--- config.mk ---
export PLATFORM = sky130hd
export DESIGN_NAME = block_copy_engine
export DESIGN_NICKNAME = d
export VERILOG_FILES = /design/src/rtl/grok_dma_pkg.sv /design/src/rtl/block_copy_engine.sv
export SDC_FILE = /design/constraint.sdc
export NUM_CORES = 1
export LEC_CHECK = 0
export ABC_AREA = 1
export BUFFER_PORTS_ARGS = -buffer_cell sky130_fd_sc_hd__buf_2
export CORE_MARGIN = 2
export CORE_UTILIZATION = 35
export CTS_CLUSTER_DIAMETER = 80
export CTS_CLUSTER_SIZE = 40
export DETAILED_ROUTE_END_ITERATION = 10
export PLACE_DENSITY = 0.51
export SLEW_MARGIN = 10
export SYNTH_ARGS = -nofsm -noshare
export SYNTH_HDL_FRONTEND = slang
export SYNTH_SLANG_ARGS = --single-unit
export TNS_END_PERCENT = 100
--- constraint.sdc ---
create_clock -name clock -period 6.5 [get_ports clock]
set_clock_uncertainty 0.15 [all_clocks]
set_input_delay 0.325 -clock clock [delete_from_list [all_inputs] [get_ports clock]]
set_output_delay 0.325 -clock clock [all_outputs]
set_load 0.005 [all_outputs]
--- src/rtl/grok_dma_pkg.sv ---
// grok_dma_pkg
// Shared definitions for the block copy engine:
//   - state_e        : copy sequencer states
//   - DATA_WIDTH     : memory word width (16)
//   - overlap_check  : detects a destination window that starts inside the
//                      source window, ahead of the read pointer, which a
//                      forward word-by-word copy would corrupt
package grok_dma_pkg;

  localparam int DATA_WIDTH = 16;

  typedef enum logic [2:0] {
    ST_IDLE,
    ST_PRIME,
    ST_COPY,
    ST_DRAIN,
    ST_FINISH
  } state_e;

  // Operands are carried in 32 bits so the same function serves any address
  // width up to 32; aw selects the modulus for the distance computation.
  // A forward copy is only unsafe when the destination begins strictly after
  // the source and before the source's last word (1 <= d <= length-1).
  function automatic logic overlap_check(input logic [31:0] src,
                                         input logic [31:0] dst,
                                         input logic [31:0] length,
                                         input int          aw);
    logic [31:0] mask;
    logic [31:0] d;
    mask = (aw >= 32) ? 32'hFFFF_FFFF : ((32'd1 << aw) - 32'd1);
    d    = (dst - src) & mask;
    return (length != 32'd0) && (d != 32'd0) && (d <= (length - 32'd1));
  endfunction

endpackage

--- src/rtl/block_copy_engine.sv ---
// block_copy_engine
// Memory-to-memory copy initiator driving a one-cycle-latency synchronous
// memory: one read address per cycle, the returned word is written back to
// the destination on the following cycle through the shared write port.
//
// Ports:
//   clock, reset_n        rising-edge clock, asynchronous active-low reset
//   start                 request pulse, sampled only while busy=0
//   src, dst, length      first source word, first destination word, count
//   abort                 stop the copy in progress
//   busy                  transfer in progress
//   done                  one-cycle completion pulse
//   error                 one-cycle rejection pulse (unsafe overlap)
//   aborted               qualifies done when the copy was cut short
//   read_address          memory read address
//   read_data             memory data_out, valid one cycle after the address
//   write_enable          memory write strobe
//   write_address         memory write address
//   data_in               memory write data (pass-through of read_data)
module block_copy_engine
  import grok_dma_pkg::*;
#(
  parameter int ADDRESS_WIDTH = 16
) (
  input  logic                     clock,
  input  logic                     reset_n,
  input  logic                     start,
  input  logic [ADDRESS_WIDTH-1:0] src,
  input  logic [ADDRESS_WIDTH-1:0] dst,
  input  logic [ADDRESS_WIDTH-1:0] length,
  input  logic                     abort,
  output logic                     busy,
  output logic                     done,
  output logic                     error,
  output logic                     aborted,
  output logic [ADDRESS_WIDTH-1:0] read_address,
  input  logic [DATA_WIDTH-1:0]    read_data,
  output logic                     write_enable,
  output logic [ADDRESS_WIDTH-1:0] write_address,
  output logic [DATA_WIDTH-1:0]    data_in
);

  localparam logic [ADDRESS_WIDTH-1:0] ONE = 1;

  state_e                   state_q, state_d;
  logic                     busy_q, busy_d;
  logic                     done_q, done_d;
  logic                     error_q, error_d;
  logic                     aborted_q, aborted_d;
  logic                     we_q, we_d;
  logic [ADDRESS_WIDTH-1:0] rd_addr_q, rd_addr_d;
  logic [ADDRESS_WIDTH-1:0] wr_addr_q, wr_addr_d;
  // Reads still to be issued after the one currently on read_address.
  logic [ADDRESS_WIDTH-1:0] rd_left_q, rd_left_d;
  logic                     overlap;

  assign overlap = overlap_check(32'(src), 32'(dst), 32'(length), ADDRESS_WIDTH);

  always_comb begin
    state_d   = state_q;
    busy_d    = busy_q;
    done_d    = 1'b0;
    error_d   = 1'b0;
    aborted_d = 1'b0;
    we_d      = 1'b0;
    rd_addr_d = rd_addr_q;
    wr_addr_d = wr_addr_q;
    rd_left_d = rd_left_q;

    unique case (state_q)
      // FINISH behaves like IDLE so a new start is accepted while done is high.
      ST_IDLE, ST_FINISH: begin
        state_d = ST_IDLE;
        busy_d  = 1'b0;
        if (start) begin
          if (overlap) begin
            error_d = 1'b1;
          end else if (length == '0) begin
            state_d = ST_FINISH;
            done_d  = 1'b1;
          end else begin
            state_d   = ST_PRIME;
            busy_d    = 1'b1;
            rd_addr_d = src;
            wr_addr_d = dst;
            rd_left_d = length - ONE;
          end
        end
      end

      // PRIME has issued the first read; from here every cycle writes the word
      // returned for the previous cycle's read. The first write goes to dst,
      // so the write pointer only advances once writes are already flowing.
      ST_PRIME, ST_COPY: begin
        if (abort) begin
          state_d   = ST_FINISH;
          busy_d    = 1'b0;
          done_d    = 1'b1;
          aborted_d = 1'b1;
        end else begin
          we_d = 1'b1;
          if (state_q == ST_COPY) begin
            wr_addr_d = wr_addr_q + ONE;
          end
          if (rd_left_q == '0) begin
            state_d = ST_DRAIN;
          end else begin
            state_d   = ST_COPY;
            rd_addr_d = rd_addr_q + ONE;
            rd_left_d = rd_left_q - ONE;
          end
        end
      end

      // The final write is on the bus this cycle; it commits regardless of
      // abort, which only sets the aborted qualifier.
      ST_DRAIN: begin
        state_d   = ST_FINISH;
        busy_d    = 1'b0;
        done_d    = 1'b1;
        aborted_d = abort;
      end

      default: begin
        state_d = ST_IDLE;
        busy_d  = 1'b0;
      end
    endcase
  end

  always_ff @(posedge clock or negedge reset_n) begin
    if (!reset_n) begin
      state_q   <= ST_IDLE;
      busy_q    <= 1'b0;
      done_q    <= 1'b0;
      error_q   <= 1'b0;
      aborted_q <= 1'b0;
      we_q      <= 1'b0;
      rd_addr_q <= '0;
      wr_addr_q <= '0;
      rd_left_q <= '0;
    end else begin
      state_q   <= state_d;
      busy_q    <= busy_d;
      done_q    <= done_d;
      error_q   <= error_d;
      aborted_q <= aborted_d;
      we_q      <= we_d;
      rd_addr_q <= rd_addr_d;
      wr_addr_q <= wr_addr_d;
      rd_left_q <= rd_left_d;
    end
  end

  assign busy          = busy_q;
  assign done          = done_q;
  assign error         = error_q;
  assign aborted       = aborted_q;
  assign read_address  = rd_addr_q;
  assign write_enable  = we_q;
  assign write_address = wr_addr_q;
  assign data_in       = read_data;

endmodule

==> summary.md <==
| Metric | Value |
|---|---|
| Sequential fraction of the synthesis area | `23.6%` |
| Cell variety after synth | `40` |
| Residual DRC count | `0` |
| H-tree Lvls | `2` |
| Setup Fix Bufs, Post-CTS | `0` |
| Cell count after synthesis | `902` |
| Arrival @ worst endpoint | `4620 ps` |
| Crit path kind | `input pin to register` |
| Total track usage | `20.5%` |
| Clock Sinks | `54` |
| Fin. Hold Viols | `1` |
| RePlAce Congestion | `0.869` |
| Worst-path fanout max | `51` |
| Count of antenna diodes in the layout | `0` |
| Setup Viol. Count Final | `0` |
| Worst setup slack after layout | `1970 ps` |
| Antenna Nets Post-Route | `0` |
| Synth Area per Inst | `6.35 um^2` |
| Hold_buf cts | `0` |
| Pre-CTS setup slack | `1610 ps` |
| Routed wire length per instance | `14.9 um` |
| Met1 global-route usage | `28.9%` |
| Multi-input gate area | `0.00364 mm^2` |
| Register Area | `0.00135 mm^2` |
| RSZ-0062 raised after global routing | `no` |
| Crit-path cells | `buf_2 > inv_1 > nand3_1 > nor3_1 > nand2_1 > nor3_2 > inv_1 > nor4_1 > nand3_1 > xor2_1 > inv_1 > ha_1 > nand2_1 > nor4_1 > nand2_1 > nand2_1 > inv_2 > a21oi_2 > nand3_4 > nand3_2 > nand2_1 > nand2_1` |
| Power density cells | `roughly 320 mW/mm^2` |
| Rel. slew slack | `47.0%` |
| Post-CTS Resized | `0` |
| Reg2Reg Setup Slack | `2600 ps` |
| First-pass GRT wire length | `28800 um` |
| Busiest grt layer | `met2` |
| Setup TNS | `0 ps` |
| Synth Net Count | `1007` |
| CP max-delay cell | `nand3_2` |
| Worst-case clock buffer depth | `2` |
| CTS tree | `yes` |
| PortBufs | `88` |
| Failing checks | `hold timing` |
| Worst path required time | `6590 ps` |
| Setup crit end kind | `register` |
| Commonest non-fill, non-tap cell in the layout | `nand2_1` |
| Final HPWL DP | `13400 um` |
| M3 GR Usage | `under 10%` |
| Leak Pwr | `3.53 nW` |
| Placed cell count | `1165` |
| Root Buffer | `clkbuf_16` |
| Core ar. | `roughly 0.016 mm^2` |
| Net count, final | `1061` |
| Post-Syn Area | `roughly 0.0057 mm^2` |
| Critical path buffer and inverter count | `5` |
| Die W | `132 um` |
| Min-delay worst type | `input pin to async pin` |
| Routed wire length | `17400 um` |
| Worst Setup Start Kind | `input pin` |
| Worst-Margin Slew | `795 ps` |
| Status | `finished, violations left` |
| FMAX | `around 0.22 GHz` |
| Post-synthesis register bit count | `54` |
| Filler instances | `between 1.5k and 2k` |
| Die area | `0.0174 mm^2` |
| Clock latency on the worst-skew pair | `between 300 and 400 ps` |
| Largest net degree at the start of global routing | `slightly above 70` |
| Grt ovf | `0` |
| Max Cap Violations | `0` |
| Clock slew at reported path FFs | `80 ps` |
| DRC marker count from the first detailed-route iteration | `313` |
| WHS | `-3.33 ps` |
| CP top delay family | `simple AND/OR/NAND/NOR gates` |
| TritonRoute pass-1 iters | `5` |
| FP Rows | `46` |
| Tmin final | `4530 ps` |
| Initial Utilization | `35.9%` |
| Commonest non-fill, non-tap cells in the layout | `325 x nand2_1, 116 x inv_1, 88 x buf_2` |
| Share of cells above drive strength 1 | `13.8%` |
| Num CTS Buffers | `5` |
| Tcrit/Tclk final | `between 60% and 70%` |
| Ys Warns | `0` |
| Die H | `132 um` |
| Grt met2 use | `32.8%` |
| Max IR drop VDD | `0.000177 V` |
| Layout Cells excl Fill | `~1.2k` |
| Initial antenna violation count | `0` |
| Number of global-route vias before repair | `5519` |
| Area delta synth->final | `11.0%` |
| Via/cell ratio | `between 4 and 5` |
| I/O pin count | `121` |
| Via count | `between 5k and 6k` |
| Slew Limit Fails | `0` |
| CP peak stage delay | `around 760 ps` |
| CP dominant cell by count | `nand2_1` |
## layout make-up
cell class                 count  area share, %
multi-input combinational    682           57.2
sequential                    54           21.3
timing repair buffer          92           7.40
inverter                     121           7.14
tap                          216           4.25
clock buffer                   5           1.97
clock inverter                 3          0.748
## per-layer routing
metal | vias to the layer above | part of all wire (%)
li1 | 3003 | -
met1 | 2610 | 50
met2 | 120 | 44
met3 | 18 | 3.6
met4 | 0 | 2.4
met5 | - | 0
## synth_stat cells, drive strengths merged
library cell,instances,area [um^2]
o21bai,1,7.51
nor2,57,229
buf,36,254
nor3b,1,7.51
inv,121,454
a31oi,3,18.8
fa,1,20.0
nor3,13,80.1
nor4,8,65.1
nand2,329,1250
and3,2,12.5
ha,36,450
nand3,54,320
xor2,34,298
clkbuf,9,33.8
nand3b,1,7.51
a211oi,1,12.5
dfrtp,54,1350
o31ai,2,15.0
o21ai,44,228
a21o,2,15.0
nor2b,2,12.5
o22ai,2,12.5
xnor2,12,105
nand4,60,375
a21oi,17,92.6
## cells by family (layout without fill, tap and decap cells)
group                    after synthesis  after routing  share of synthesized area [%]
flip-flops                            54             54                           23.6
XOR/XNOR                              46             46                           7.04
buffers and inverters                166            221                           13.0
AO/OA/AOI/OAI                         72             72                           7.01
AND/OR/NAND/NOR                      527            527                           41.2
adder cells (fa/ha/maj)               37             37                           8.22
## final timing paths
kind                                 startpoint                            end  cells after the start
max in group asynchronous               reset_n               busy$_DFFE_PN0N_                      2
min in group clock                        abort           state_q[1]$_DFF_PN0_                      2
min reg2reg                    busy$_DFFE_PN0N_               busy$_DFFE_PN0N_                      2
max                                   length[0]      rd_left_q[14]$_DFFE_PN0P_                     22
max reg2reg                state_q[1]$_DFF_PN0_      rd_left_q[14]$_DFFE_PN0P_                     10
min                                     reset_n  write_address[14]$_DFFE_PN0P_                      2
## state kept, by name, summed over array words and instances, names as in the netlist
register,flops
busy,1
rd_left_q,16
error,1
done,1
state_q,2
write_address,16
aborted,1
read_address,16
## power breakdown
part           switching (W)  internal [W]  total, W
sequential          0.000180      0.000484  0.000663
clock               0.000141      0.000184  0.000325
combinational       0.000654      0.000375   0.00103
total               0.000974       0.00104   0.00202
## per-stage QoR
stage	total power (W)	instance area (um^2)	hold slack, ps	util (%)
final	0.00202	6360	-3.33	39.9
after detailed placement	0.00170	6180	311	38.8
after floorplan	0.00138	5730	-121	-
after global routing	0.00223	6360	56.1	39.9
after CTS	0.00204	6360	39.7	39.9
after global placement	0.00170	6180	316	38.8
## worst register-to-register path, stage by stage, from the launching register on
cell and delay [ps]:
dfrtp_1 400, inv_1 90, nand2_4 120, nand3_4 580, inv_2 800, nand2_1 160
a21oi_2 160, buf_4 370, nand3_2 660, nand2_1 240, nand2_1 60
No activity file was read; power rests on OpenSTA's default activity.
